## src/rtl/cordic_quad_pkg.sv

```systemverilog
// Shared constants and helpers for the CORDIC vectoring quadrant capture/correct pair.
// Quadrant tags are {y_msb, x_msb} of the vector as it entered the core.
package cordic_quad_pkg;

    localparam logic [1:0] QUAD_PP = 2'b00;
    localparam logic [1:0] QUAD_NP = 2'b01;
    localparam logic [1:0] QUAD_NN = 2'b11;
    localparam logic [1:0] QUAD_PN = 2'b10;

    // CORDIC gain 0.607253 as Q(W-1); this is the value at W=16
    localparam logic [15:0] CORDIC_K_W16 = 16'h4DBA;

    // Binary-angle pi: 2^(W-1)
    function automatic logic [63:0] angle_pi(input int w);
        return 64'd1 << (w - 1);
    endfunction

    // round(0.607253 * 2^(w-1)), integer-only so it elaborates anywhere
    function automatic logic [63:0] cordic_k(input int w);
        return (64'd607253 * (64'd1 << (w - 1)) + 64'd500000) / 64'd1000000;
    endfunction

endpackage

```

## src/rtl/vec_quad_correct_if.sv

```systemverilog
// Handshake/data bundle between the CORDIC vectoring output and the quadrant corrector.
interface vec_quad_correct_if #(
    parameter int W     = 16,
    parameter int DEPTH = 16,
    parameter int CW    = $clog2(DEPTH) + 1
);
    logic          enable;
    logic          tag_valid;
    logic [1:0]    tag_quad;
    logic          res_valid;
    logic [W-1:0]  res_angle;
    logic [W-1:0]  res_mag;
    logic          clear_err;
    logic          out_valid;
    logic [W-1:0]  out_angle;
    logic [W-1:0]  out_mag;
    logic [1:0]    out_quad;
    logic [CW-1:0] fifo_count;
    logic          err_overflow;
    logic          err_underflow;

    modport slave (
        input  enable, tag_valid, tag_quad, res_valid, res_angle, res_mag, clear_err,
        output out_valid, out_angle, out_mag, out_quad, fifo_count, err_overflow, err_underflow
    );

    modport master (
        output enable, tag_valid, tag_quad, res_valid, res_angle, res_mag, clear_err,
        input  out_valid, out_angle, out_mag, out_quad, fifo_count, err_overflow, err_underflow
    );
endinterface

```

## src/rtl/quad_tag_fifo.sv

```systemverilog
// In-order queue of quadrant tags with occupancy count and sticky over/underflow flags.
// Push and pop in the same cycle never bypass: an empty queue always underflows.
module quad_tag_fifo #(
    parameter int DEPTH = 16,
    parameter int AW    = $clog2(DEPTH),
    parameter int CW    = AW + 1
) (
    input  logic          clk,
    input  logic          nreset,
    input  logic          enable_i,
    input  logic          push_i,
    input  logic [1:0]    tag_i,
    input  logic          pop_i,
    input  logic          clear_err_i,
    output logic          pop_ok_o,
    output logic [1:0]    pop_tag_o,
    output logic [CW-1:0] count_o,
    output logic          err_overflow_o,
    output logic          err_underflow_o
);
    logic [DEPTH-1:0][1:0] mem_q;
    logic [AW-1:0]         wptr_q, rptr_q;
    logic [CW-1:0]         count_q, count_d;
    logic                  ovf_q, ovf_d, unf_q, unf_d;
    logic                  full, empty, do_push, do_pop, new_ovf, new_unf;

    assign full    = (count_q == CW'(DEPTH));
    assign empty   = (count_q == '0);
    assign do_pop  = enable_i & pop_i & ~empty;
    // A pop frees the slot, so a full queue still accepts a simultaneous push
    assign do_push = enable_i & push_i & (~full | do_pop);
    assign new_ovf = enable_i & push_i & full & ~do_pop;
    assign new_unf = enable_i & pop_i & empty;

    always_comb begin
        count_d = count_q;
        case ({do_push, do_pop})
            2'b10:   count_d = count_q + 1'b1;
            2'b01:   count_d = count_q - 1'b1;
            default: count_d = count_q;
        endcase
        ovf_d = (ovf_q & ~clear_err_i) | new_ovf;
        unf_d = (unf_q & ~clear_err_i) | new_unf;
    end

    always_ff @(posedge clk or negedge nreset) begin
        if (!nreset) begin
            wptr_q  <= '0;
            rptr_q  <= '0;
            count_q <= '0;
            ovf_q   <= 1'b0;
            unf_q   <= 1'b0;
        end else begin
            if (do_push) wptr_q <= wptr_q + 1'b1;
            if (do_pop)  rptr_q <= rptr_q + 1'b1;
            count_q <= count_d;
            ovf_q   <= ovf_d;
            unf_q   <= unf_d;
        end
    end

    always_ff @(posedge clk) begin
        if (do_push) mem_q[wptr_q] <= tag_i;
    end

    assign pop_ok_o        = do_pop;
    assign pop_tag_o       = mem_q[rptr_q];
    assign count_o         = count_q;
    assign err_overflow_o  = ovf_q;
    assign err_underflow_o = unf_q;
endmodule

```

## src/rtl/vec_quad_correct.sv

```systemverilog
// Pairs CORDIC vectoring results with their captured quadrant and maps angle to [-pi, pi).
// Optional QUAD_GAIN_COMP_EN adds a registered CORDIC-gain multiply on magnitude (latency 2).
module vec_quad_correct
    import cordic_quad_pkg::*;
#(
    parameter int W     = 16,
    parameter int DEPTH = 16
) (
    input logic               clk,
    input logic               nreset,
    vec_quad_correct_if.slave bus
);
`ifdef QUAD_GAIN_COMP_EN
    localparam int STAGES = 2;
`else
    localparam int STAGES = 1;
`endif
    localparam logic [W-1:0] PI = W'(angle_pi(W));

    logic [STAGES:0] vld_pipe;
    logic [1:0]      pop_tag;
    logic [W-1:0]    ang_d;
    logic [W-1:0]    ang1_q, mag1_q;
    logic [1:0]      quad1_q;

    quad_tag_fifo #(.DEPTH(DEPTH)) u_fifo (
        .clk             (clk),
        .nreset          (nreset),
        .enable_i        (bus.enable),
        .push_i          (bus.tag_valid),
        .tag_i           (bus.tag_quad),
        .pop_i           (bus.res_valid),
        .clear_err_i     (bus.clear_err),
        .pop_ok_o        (vld_pipe[0]),
        .pop_tag_o       (pop_tag),
        .count_o         (bus.fifo_count),
        .err_overflow_o  (bus.err_overflow),
        .err_underflow_o (bus.err_underflow)
    );

    always_comb begin
        ang_d = bus.res_angle;
        case (pop_tag)
            QUAD_PP: ang_d = bus.res_angle;
            QUAD_NP: ang_d = PI - bus.res_angle;
            QUAD_NN: ang_d = bus.res_angle - PI;
            QUAD_PN: ang_d = '0 - bus.res_angle;
            default: ang_d = bus.res_angle;
        endcase
    end

    // Middle stages hold while disabled; only the output valid is forced low
    always_ff @(posedge clk or negedge nreset) begin
        if (!nreset) begin
            vld_pipe[1] <= 1'b0;
            ang1_q      <= '0;
            mag1_q      <= '0;
            quad1_q     <= '0;
        end else if (bus.enable) begin
            vld_pipe[1] <= vld_pipe[0];
            if (vld_pipe[0]) begin
                ang1_q  <= ang_d;
                mag1_q  <= bus.res_mag;
                quad1_q <= pop_tag;
            end
        end else begin
            vld_pipe[1] <= (STAGES > 1) ? vld_pipe[1] : 1'b0;
        end
    end

`ifdef QUAD_GAIN_COMP_EN
    localparam logic [W-1:0] K = W'(cordic_k(W));

    logic [2*W-1:0] prod;
    logic [W-1:0]   ang2_q, mag2_q;
    logic [1:0]     quad2_q;

    assign prod = {{W{1'b0}}, mag1_q} * {{W{1'b0}}, K};

    always_ff @(posedge clk or negedge nreset) begin
        if (!nreset) begin
            vld_pipe[2] <= 1'b0;
            ang2_q      <= '0;
            mag2_q      <= '0;
            quad2_q     <= '0;
        end else if (bus.enable) begin
            vld_pipe[2] <= vld_pipe[1];
            if (vld_pipe[1]) begin
                ang2_q  <= ang1_q;
                mag2_q  <= prod[2*W-2:W-1];
                quad2_q <= quad1_q;
            end
        end else begin
            vld_pipe[2] <= 1'b0;
        end
    end

    assign bus.out_valid = vld_pipe[2];
    assign bus.out_angle = ang2_q;
    assign bus.out_mag   = mag2_q;
    assign bus.out_quad  = quad2_q;
`else
    assign bus.out_valid = vld_pipe[1];
    assign bus.out_angle = ang1_q;
    assign bus.out_mag   = mag1_q;
    assign bus.out_quad  = quad1_q;
`endif
endmodule

```

## src/flat_wrapper.sv

```systemverilog
// flat-port wrapper written by rule: the top's interface ports become plain ports
module vec_quad_correct_flat import cordic_quad_pkg::*;
#(
    parameter int W     = 16,
    parameter int DEPTH = 16
)
  (clk, nreset, bus_enable, bus_tag_valid, bus_tag_quad, bus_res_valid, bus_res_angle, bus_res_mag, bus_clear_err, bus_out_valid, bus_out_angle, bus_out_mag, bus_out_quad, bus_fifo_count, bus_err_overflow, bus_err_underflow);
  vec_quad_correct_if #(.W(W), .DEPTH(DEPTH)) bus_i ();
  input logic clk;
  input logic nreset;
  input wire logic [$bits(bus_i.enable)-1:0] bus_enable;
  input wire logic [$bits(bus_i.tag_valid)-1:0] bus_tag_valid;
  input wire logic [$bits(bus_i.tag_quad)-1:0] bus_tag_quad;
  input wire logic [$bits(bus_i.res_valid)-1:0] bus_res_valid;
  input wire logic [$bits(bus_i.res_angle)-1:0] bus_res_angle;
  input wire logic [$bits(bus_i.res_mag)-1:0] bus_res_mag;
  input wire logic [$bits(bus_i.clear_err)-1:0] bus_clear_err;
  output wire logic [$bits(bus_i.out_valid)-1:0] bus_out_valid;
  output wire logic [$bits(bus_i.out_angle)-1:0] bus_out_angle;
  output wire logic [$bits(bus_i.out_mag)-1:0] bus_out_mag;
  output wire logic [$bits(bus_i.out_quad)-1:0] bus_out_quad;
  output wire logic [$bits(bus_i.fifo_count)-1:0] bus_fifo_count;
  output wire logic [$bits(bus_i.err_overflow)-1:0] bus_err_overflow;
  output wire logic [$bits(bus_i.err_underflow)-1:0] bus_err_underflow;
  assign bus_i.enable = bus_enable;
  assign bus_i.tag_valid = bus_tag_valid;
  assign bus_i.tag_quad = bus_tag_quad;
  assign bus_i.res_valid = bus_res_valid;
  assign bus_i.res_angle = bus_res_angle;
  assign bus_i.res_mag = bus_res_mag;
  assign bus_i.clear_err = bus_clear_err;
  assign bus_out_valid = bus_i.out_valid;
  assign bus_out_angle = bus_i.out_angle;
  assign bus_out_mag = bus_i.out_mag;
  assign bus_out_quad = bus_i.out_quad;
  assign bus_fifo_count = bus_i.fifo_count;
  assign bus_err_overflow = bus_i.err_overflow;
  assign bus_err_underflow = bus_i.err_underflow;
  vec_quad_correct #(.W(W), .DEPTH(DEPTH)) u_core (.clk(clk), .nreset(nreset), .bus(bus_i));
endmodule
```

## config.mk

```make
export PLATFORM = sky130hd
export DESIGN_NAME = vec_quad_correct_flat
export DESIGN_NICKNAME = d
export VERILOG_FILES = /design/src/rtl/cordic_quad_pkg.sv /design/src/rtl/vec_quad_correct_if.sv /design/src/rtl/quad_tag_fifo.sv /design/src/rtl/vec_quad_correct.sv /design/src/flat_wrapper.sv
export SDC_FILE = /design/constraint.sdc
export NUM_CORES = 1
export LEC_CHECK = 0
export CAP_MARGIN = 20
export CORE_UTILIZATION = 40
export CTS_BUF_LIST = sky130_fd_sc_hd__clkbuf_4
export DETAILED_ROUTE_END_ITERATION = 10
export GPL_ROUTABILITY_DRIVEN = 1
export PLACE_DENSITY = 0.7
export SLEW_MARGIN = 15
export SYNTH_ARGS = -nofsm -noshare
export SYNTH_HDL_FRONTEND = slang
export SYNTH_SLANG_ARGS = --single-unit
export TNS_END_PERCENT = 30
```

## constraint.sdc

```tcl
create_clock -name clk -period 4 [get_ports clk]
set_clock_uncertainty 0.15 [all_clocks]
set_input_delay 0.8 -clock clk [delete_from_list [all_inputs] [get_ports clk]]
set_output_delay 0.8 -clock clk [all_outputs]
set_load 0.01 [all_outputs]
```

==> impl_metrics.toml, run 1 <==
[pwr]
total_power_mw = 3.39
ir_drop_uv = 296
p_leak_nw = 2.02
power_density_mw_per_mm2 = 677

[floorplan]
die-area_sq_mm = 0.0103
die_y_um = 101
die_w_um = 101
core-area_sq_mm = 0.00942
initial_utilization = 0.419
ios = 82
rows = 35

[finish]
nets = 516
stdcell_area_sq_mm = 0.00500
drive_gt1_frac = 0.0618
area_growth_pct = 26.8
n_antenna_cell = 0

[cts]
cts_tree = "done"
insertion_delay_ns = 0.39
cts_root_buf = "clkbuf_4"
cts-resized-gates = 0
cts.reportedPaths.clkPinSlew_ns = 0.13
clockBufferDepth = 2
cts_post_setup_buffers_inserted = 0
htreeDepth = 3
cts_hold_buffers = 0
cts_made_buffers = 9
clkSinkCount = 82

[synth]
synth_area_per_cell_sq_um = 10.2
synth-edff-count = 32
synth_cells = 388
ys_seq_elements = 82
ys_async_sr_fraction = 0.610
ys_warn_count = 0
synth_seq_area_share = 0.561
synth_flop_cell = "dfrtp_1"
netlist_area_sq_mm = 0.00394
synth_cell_types = 45
syn_nets = 440

[global_routing]
antenna_found_initial = 0
grt_first_pass_wirelength_mm = 13.8
grt-ovfl-total = 0
grt_pass1_vias = 2816
grt_max_degree = 49
globalRouteTotalUtil = 0.174

[critical_path]
cp_slowest_cell = "dfrtp_1"
max_stage_delay_ns = 0.59
crit_start = "u_core.u_fifo.rptr_q[1]"
timing.rr.start = "u_core.u_fifo.rptr_q[1]"
crit_type = "reg -> reg"
worstSetupStartpointType = "register"
crit_fanout = 11
ff2ff_setup_slack_ns = 0.71
crit_path_end_kind = "register"
crit_chain = "mux4_2 > nor2b_1 > a21oi_1 > a32oi_1 > ha_1 > nor2b_1 > nand2_1 > o31ai_1 > a21oi_1 > o21ai_0"
cp.required_ns = 4.18
cp.arrival_ns = 3.47

[sta]
fmax_mhz = 304
max_slew_margin = 0.495
setup_ws_ns = 0.709
fin_setup_tns_ns = 0
rsz0062_at_grt = "false"
finalSetupViolations = 0
drv_slew = 0
tightestPinTransition_ns = 0.757
period_needed_ns = 3.29
fin_crit_sh = 0.823
hold_violations = 0

[detailed_routing]
wirelength_mm = 8.46
vias = 3063
postRouteAntennaNets = 0
drc = 0
dr.pass1.iters = 4
post_drt_wl_per_cell_um = 14.1
initialDrtViolationCount = 151
viasPerCell = 5.12

[placement]
dp_hpwl_mm = 6.10
place_ws_ns = 0.576
post_dp_cell_area_sq_mm = 0.00486
globalplace.congestion = 0.837
port-buffer-count = 81

[outcome]
status = "finished clean"

[min_path]
hold_class = "in -> async"

[flow_run]
drv_cap = 0
[cell type report]
type                       count  area (sq um)
fill                         815          4410
sequential                    82          2210
multi-input combinational    273          1610
timing repair buffer          85           836
tap                          129           161
clock buffer                  11          82.6
clock inverter                 5          55.1
inverter                      13          48.8
[path summary, 6_finish.rpt]
path,depth (start not counted),to
setup / recovery,10,u_core.bus.out_angle[6]
hold / removal,1,u_core.bus.out_angle[6]
setup reg to reg,10,u_core.bus.out_angle[6]
hold reg to reg,2,u_core.bus.out_mag[3]
max in group asynchronous,2,u_core.u_fifo.err_underflow_o
min in group clk,2,u_core.bus.out_mag[3]
[metal layers]
| metal | wire length, um | track usage | vias to the layer above |
|---|---|---|---|
| met3 | 415 | 0.0290 | 10 |
| met2 | 4050 | 0.268 | 90 |
| met4 | 129 | 0.0736 | 0 |
| li1 | - | - | 1499 |
| met5 | 0 | 0 | - |
| met1 | 3870 | 0.243 | 1464 |
[Yosys cell counts (all sizes together) (5+ instances only)]
master  number  area share
a21oi       14       0.018
nand2b       6      0.0095
nor3        11       0.016
inv         12       0.011
nor2b        9       0.014
mux2i       10       0.025
ha          12       0.038
edfxtp      32        0.24
nand2       83       0.079
dfrtp       50        0.32
o21ai       27       0.034
nor2        37       0.035
clkbuf      14       0.013
xnor2        8       0.018
xor2         5       0.011
buf          6      0.0073
[cells by family (layout without fill, tap and decap cells)]
logic type | after synthesis | count (layout) | synth area share
buf+inv | 33 | 114 | 0.0330
mux | 14 | 14 | 0.0454
compound gates | 68 | 68 | 0.105
simple gates | 166 | 166 | 0.188
flops | 82 | 82 | 0.561
fa+ha+maj | 12 | 12 | 0.0381
xor+xnor | 13 | 13 | 0.0289
[power breakdown]
group	switching, mW	internal, mW	total, mW
combinational	0.832	0.767	1.60
clock	0.270	0.203	0.473
sequential	0.236	1.08	1.32
[flip-flops by register name, summed over array words and instances, names as in the netlist]
register	flops
u_core.bus.out_angle	16
u_core.bus.out_mag	16
u_core.bus.out_quad	2
u_core.bus.out_valid	1
u_core.u_fifo.count_o	5
u_core.u_fifo.err_overflow_o	1
u_core.u_fifo.err_underflow_o	1
u_core.u_fifo.mem_q	32
u_core.u_fifo.rptr_q	4
u_core.u_fifo.wptr_q	4
[per-stage QoR]
| step | cells | hold WS, ns | util |
|---|---|---|---|
| 2_1_floorplan | 388 | 0.354 | - |
| 3_3_place_gp | 582 | 0.308 | 0.517 |
| 3_5_place_dp | 582 | 0.311 | 0.517 |
| 4_1_cts | 598 | 0.315 | 0.531 |
| 5_1_grt | 598 | 0.356 | 0.531 |
| 6_report | 598 | 0.306 | 0.531 |
[layout by cell type (no fill, tap or decap), types with 4 or more instances in the layout]
master / instances
xor2_1: 5
xnor2_1: 8
mux2i_1: 10
nor2_1: 37
ha_1: 12
clkbuf_4: 11
inv_1: 12
o21ai_0: 26
buf_4: 4
nand2b_1: 6
a21oi_1: 14
nand2_1: 83
clkdlybuf4s50_1: 80
edfxtp_1: 32
nor2b_1: 9
a221oi_1: 4
nor3_1: 9
dfrtp_1: 50
[worst max-delay path, delay by kind of cell (launching register included)]
family                   cells  cell delay (ns)
AO/OA/AOI/OAI                5             0.88
AND/OR/NAND/NOR              3             0.78
flip-flops                   1             0.59
multiplexers                 1             0.54
adder cells (fa/ha/maj)      1             0.27
No activity file was read; power rests on OpenSTA's default activity.
==> run 2: changes to the inputs <==
--- a/config.mk
+++ b/config.mk
@@ -10,7 +10,7 @@
 export CTS_BUF_LIST = sky130_fd_sc_hd__clkbuf_4
 export DETAILED_ROUTE_END_ITERATION = 10
 export GPL_ROUTABILITY_DRIVEN = 1
-export PLACE_DENSITY = 0.7
+export PLACE_DENSITY = 0.72
 export SLEW_MARGIN = 15
 export SYNTH_ARGS = -nofsm -noshare
 export SYNTH_HDL_FRONTEND = slang
==> constraint.sdc (replaced) <==
create_clock -name clk -period 2.7 [get_ports clk]
set_clock_uncertainty 0.15 [all_clocks]
set_input_delay 0.54 -clock clk [delete_from_list [all_inputs] [get_ports clk]]
set_output_delay 0.54 -clock clk [all_outputs]
set_load 0.01 [all_outputs]
==> run 2 against run 1 <==
Effect of this change:
- the run now ends with setup timing left
- global-route usage up 1.6 points
- first-iteration DRC count down 27%
- critical path depth up 1
- sequential power up 42%
- hold slack worse by 0.25 ns
- total power up 78%
- maximum frequency up 20%
- count of clock-buffer cells in the layout unchanged
- setup slack worse by 0.76 ns
- largest cell class unchanged
==> impl_metrics.toml, run 2 (synthesized netlist as in run 1, its figures left out) <==
[critical_path]
crit_start = "u_core.u_fifo.rptr_q[1]"
cp-endpoint = "u_core.bus.out_angle[15]"
timing.rr.start = "u_core.u_fifo.rptr_q[1]"
crit_type = "reg -> reg"
reg2reg_depth = 11
cp.depth = 11
crit_fanout = 5
crit_path_end_kind = "register"
ff2ff_setup_slack_ns = -0.05
crit_chain = "mux4_2 > nor2b_1 > a21oi_1 > a32oi_2 > buf_4 > ha_1 > xor2_1 > nor2_1 > and3_1 > o41ai_2 > o21ai_1"
rr_endpoint = "u_core.bus.out_angle[15]"
max_stage_delay_ns = 0.51
cp.arrival_ns = 2.90
worstSetupStartpointType = "register"
path_buf_inv = 1
cp_top_family = "compound AO/OA/AOI/OAI gates"
cp_slowest_cell = "mux4_2"
cp.required_ns = 2.85

[pwr]
power_density_mw_per_mm2 = 1100
p_leak_nw = 2.27
ir_drop_uv = 514
total_power_mw = 6.04

[global_routing]
grt_first_pass_wirelength_mm = 15.0
grt_pass1_vias = 3249
globalRouteTotalUtil = 0.190
antenna_found_initial = 0
grt_max_degree = 51
grt-ovfl-total = 0

[sta]
drv_slew = 0
rsz0062_at_grt = "true"
fin_crit_sh = 1.02
finalSetupViolations = 1
setup_ws_ns = -0.0520
hold_violations = 0
fmax_mhz = 363
tightestPinTransition_ns = 0.651
period_needed_ns = 2.75
max_slew_margin = 0.566

[cts]
htreeDepth = 3
clkSinkCount = 82
cts.reportedPaths.clkPinSlew_ns = 0.14
cts_root_buf = "clkbuf_4"
cts_tree = "done"
insertion_delay_ns = 0.41
cts_made_buffers = 9
clockBufferDepth = 2

[floorplan]
core-area_sq_mm = 0.00942
die-area_sq_mm = 0.0103
initial_utilization = 0.419
die_w_um = 101
die_y_um = 101
ios = 82
rows = 35

[placement]
post_dp_cell_area_sq_mm = 0.00522
globalplace.congestion = 0.830
dp.cells = 623
port-buffer-count = 81
place_ws_ns = -0.207
dp_hpwl_mm = 6.75

[detailed_routing]
drc = 0
wirelength_mm = 9.43
initialDrtViolationCount = 110
viasPerCell = 5.05
vias = 3248
dr.pass1.iters = 4
post_drt_wl_per_cell_um = 14.7
postRouteAntennaNets = 0

[finish]
layout_common_cells = "82 x nand2_1, 80 x clkdlybuf4s50_1, 48 x buf_4, 48 x dfrtp_1, 36 x nor2_1"
nets = 561
final_common_cell = "nand2_1"
final_cells = 643
largest_register = "u_core.u_fifo.mem_q"
stdcell_area_sq_mm = 0.00548
n_antenna_cell = 0
largest_reg_flops = 32
drive_gt1_frac = 0.191
area_growth_pct = 39.1
fin_util = 0.582

[flow_run]
drv_cap = 0

[outcome]
violations = "setup timing"
status = "complete, but fails checks"

[min_path]
hold_class = "in -> async"
run 2: worst register-to-register path: stages (launching register included):
cell and delay, ns:
dfrtp_2 0.45, mux4_2 0.51, nor2b_1 0.12, a21oi_1 0.06, a32oi_2 0.24, buf_4 0.16
ha_1 0.15, xor2_1 0.18, nor2_1 0.06, and3_1 0.19, o41ai_2 0.29, o21ai_1 0.09
run 2: through the flow:
| stage | TNS [ns] | hold WS (ns) |
|---|---|---|
| floorplan | -0.0779 | 0.0944 |
| global placement | -0.642 | 0.307 |
| detailed placement | -2.21 | 0.311 |
| CTS | -0.0403 | 0.0778 |
| global route | -1.19 | 0.0937 |
| finish | -0.0520 | 0.0606 |
run 2: routing by layer:
metal  track usage  vias to the layer above  part of all wire
met5             0                        -                 0
met4        0.0792                        0             0.014
met3        0.0324                       12             0.038
met2         0.330                       89              0.51
met1         0.234                     1561              0.44
li1              -                     1586                 -
run 2: worst min path at each step:
stage / startpoint / slack, ns / cells past startpoint / endpoint
4_1_cts: nreset / 0.08 / 2 / u_core.bus.out_angle[12]
5_1_grt: nreset / 0.09 / 2 / u_core.bus.out_angle[13]
3_3_place_gp: u_core.bus.out_mag[14] / 0.31 / 2 / u_core.bus.out_mag[14]
6_report: nreset / 0.06 / 2 / u_core.bus.out_angle[12]
3_5_place_dp: u_core.bus.out_mag[14] / 0.31 / 2 / u_core.bus.out_mag[14]
2_1_floorplan: nreset / 0.09 / 0 / u_core.bus.out_angle[0]
run 2: layout make-up:
cell class / count / area (sq um)
Fill cell: 828 / 3930
Sequential cell: 82 / 2210
Multi-Input combinational cell: 273 / 1740
Timing Repair Buffer: 130 / 1180
Tap cell: 129 / 161
Clock buffer: 11 / 82.6
Clock inverter: 5 / 55.1
Inverter: 13 / 53.8
run 2: where the power goes:
group | internal (mW) | leakage [nW] | switching (mW)
registers | 1.60 | 0.901 | 0.268
logic | 1.79 | 1.30 | 1.65
clock network | 0.301 | 0.0745 | 0.420
run 2: what timing repair did:
item / in CTS / in global routing
setup endpoints to repair: 16 / 15
pin swaps: 1 / 3
gates resized for setup: 14 / 14
gates cloned: 0 / 1
setup buffers: 0 / 3
endpoints found under the hold margin: 0 / 0
hold buffers: 0 / 0
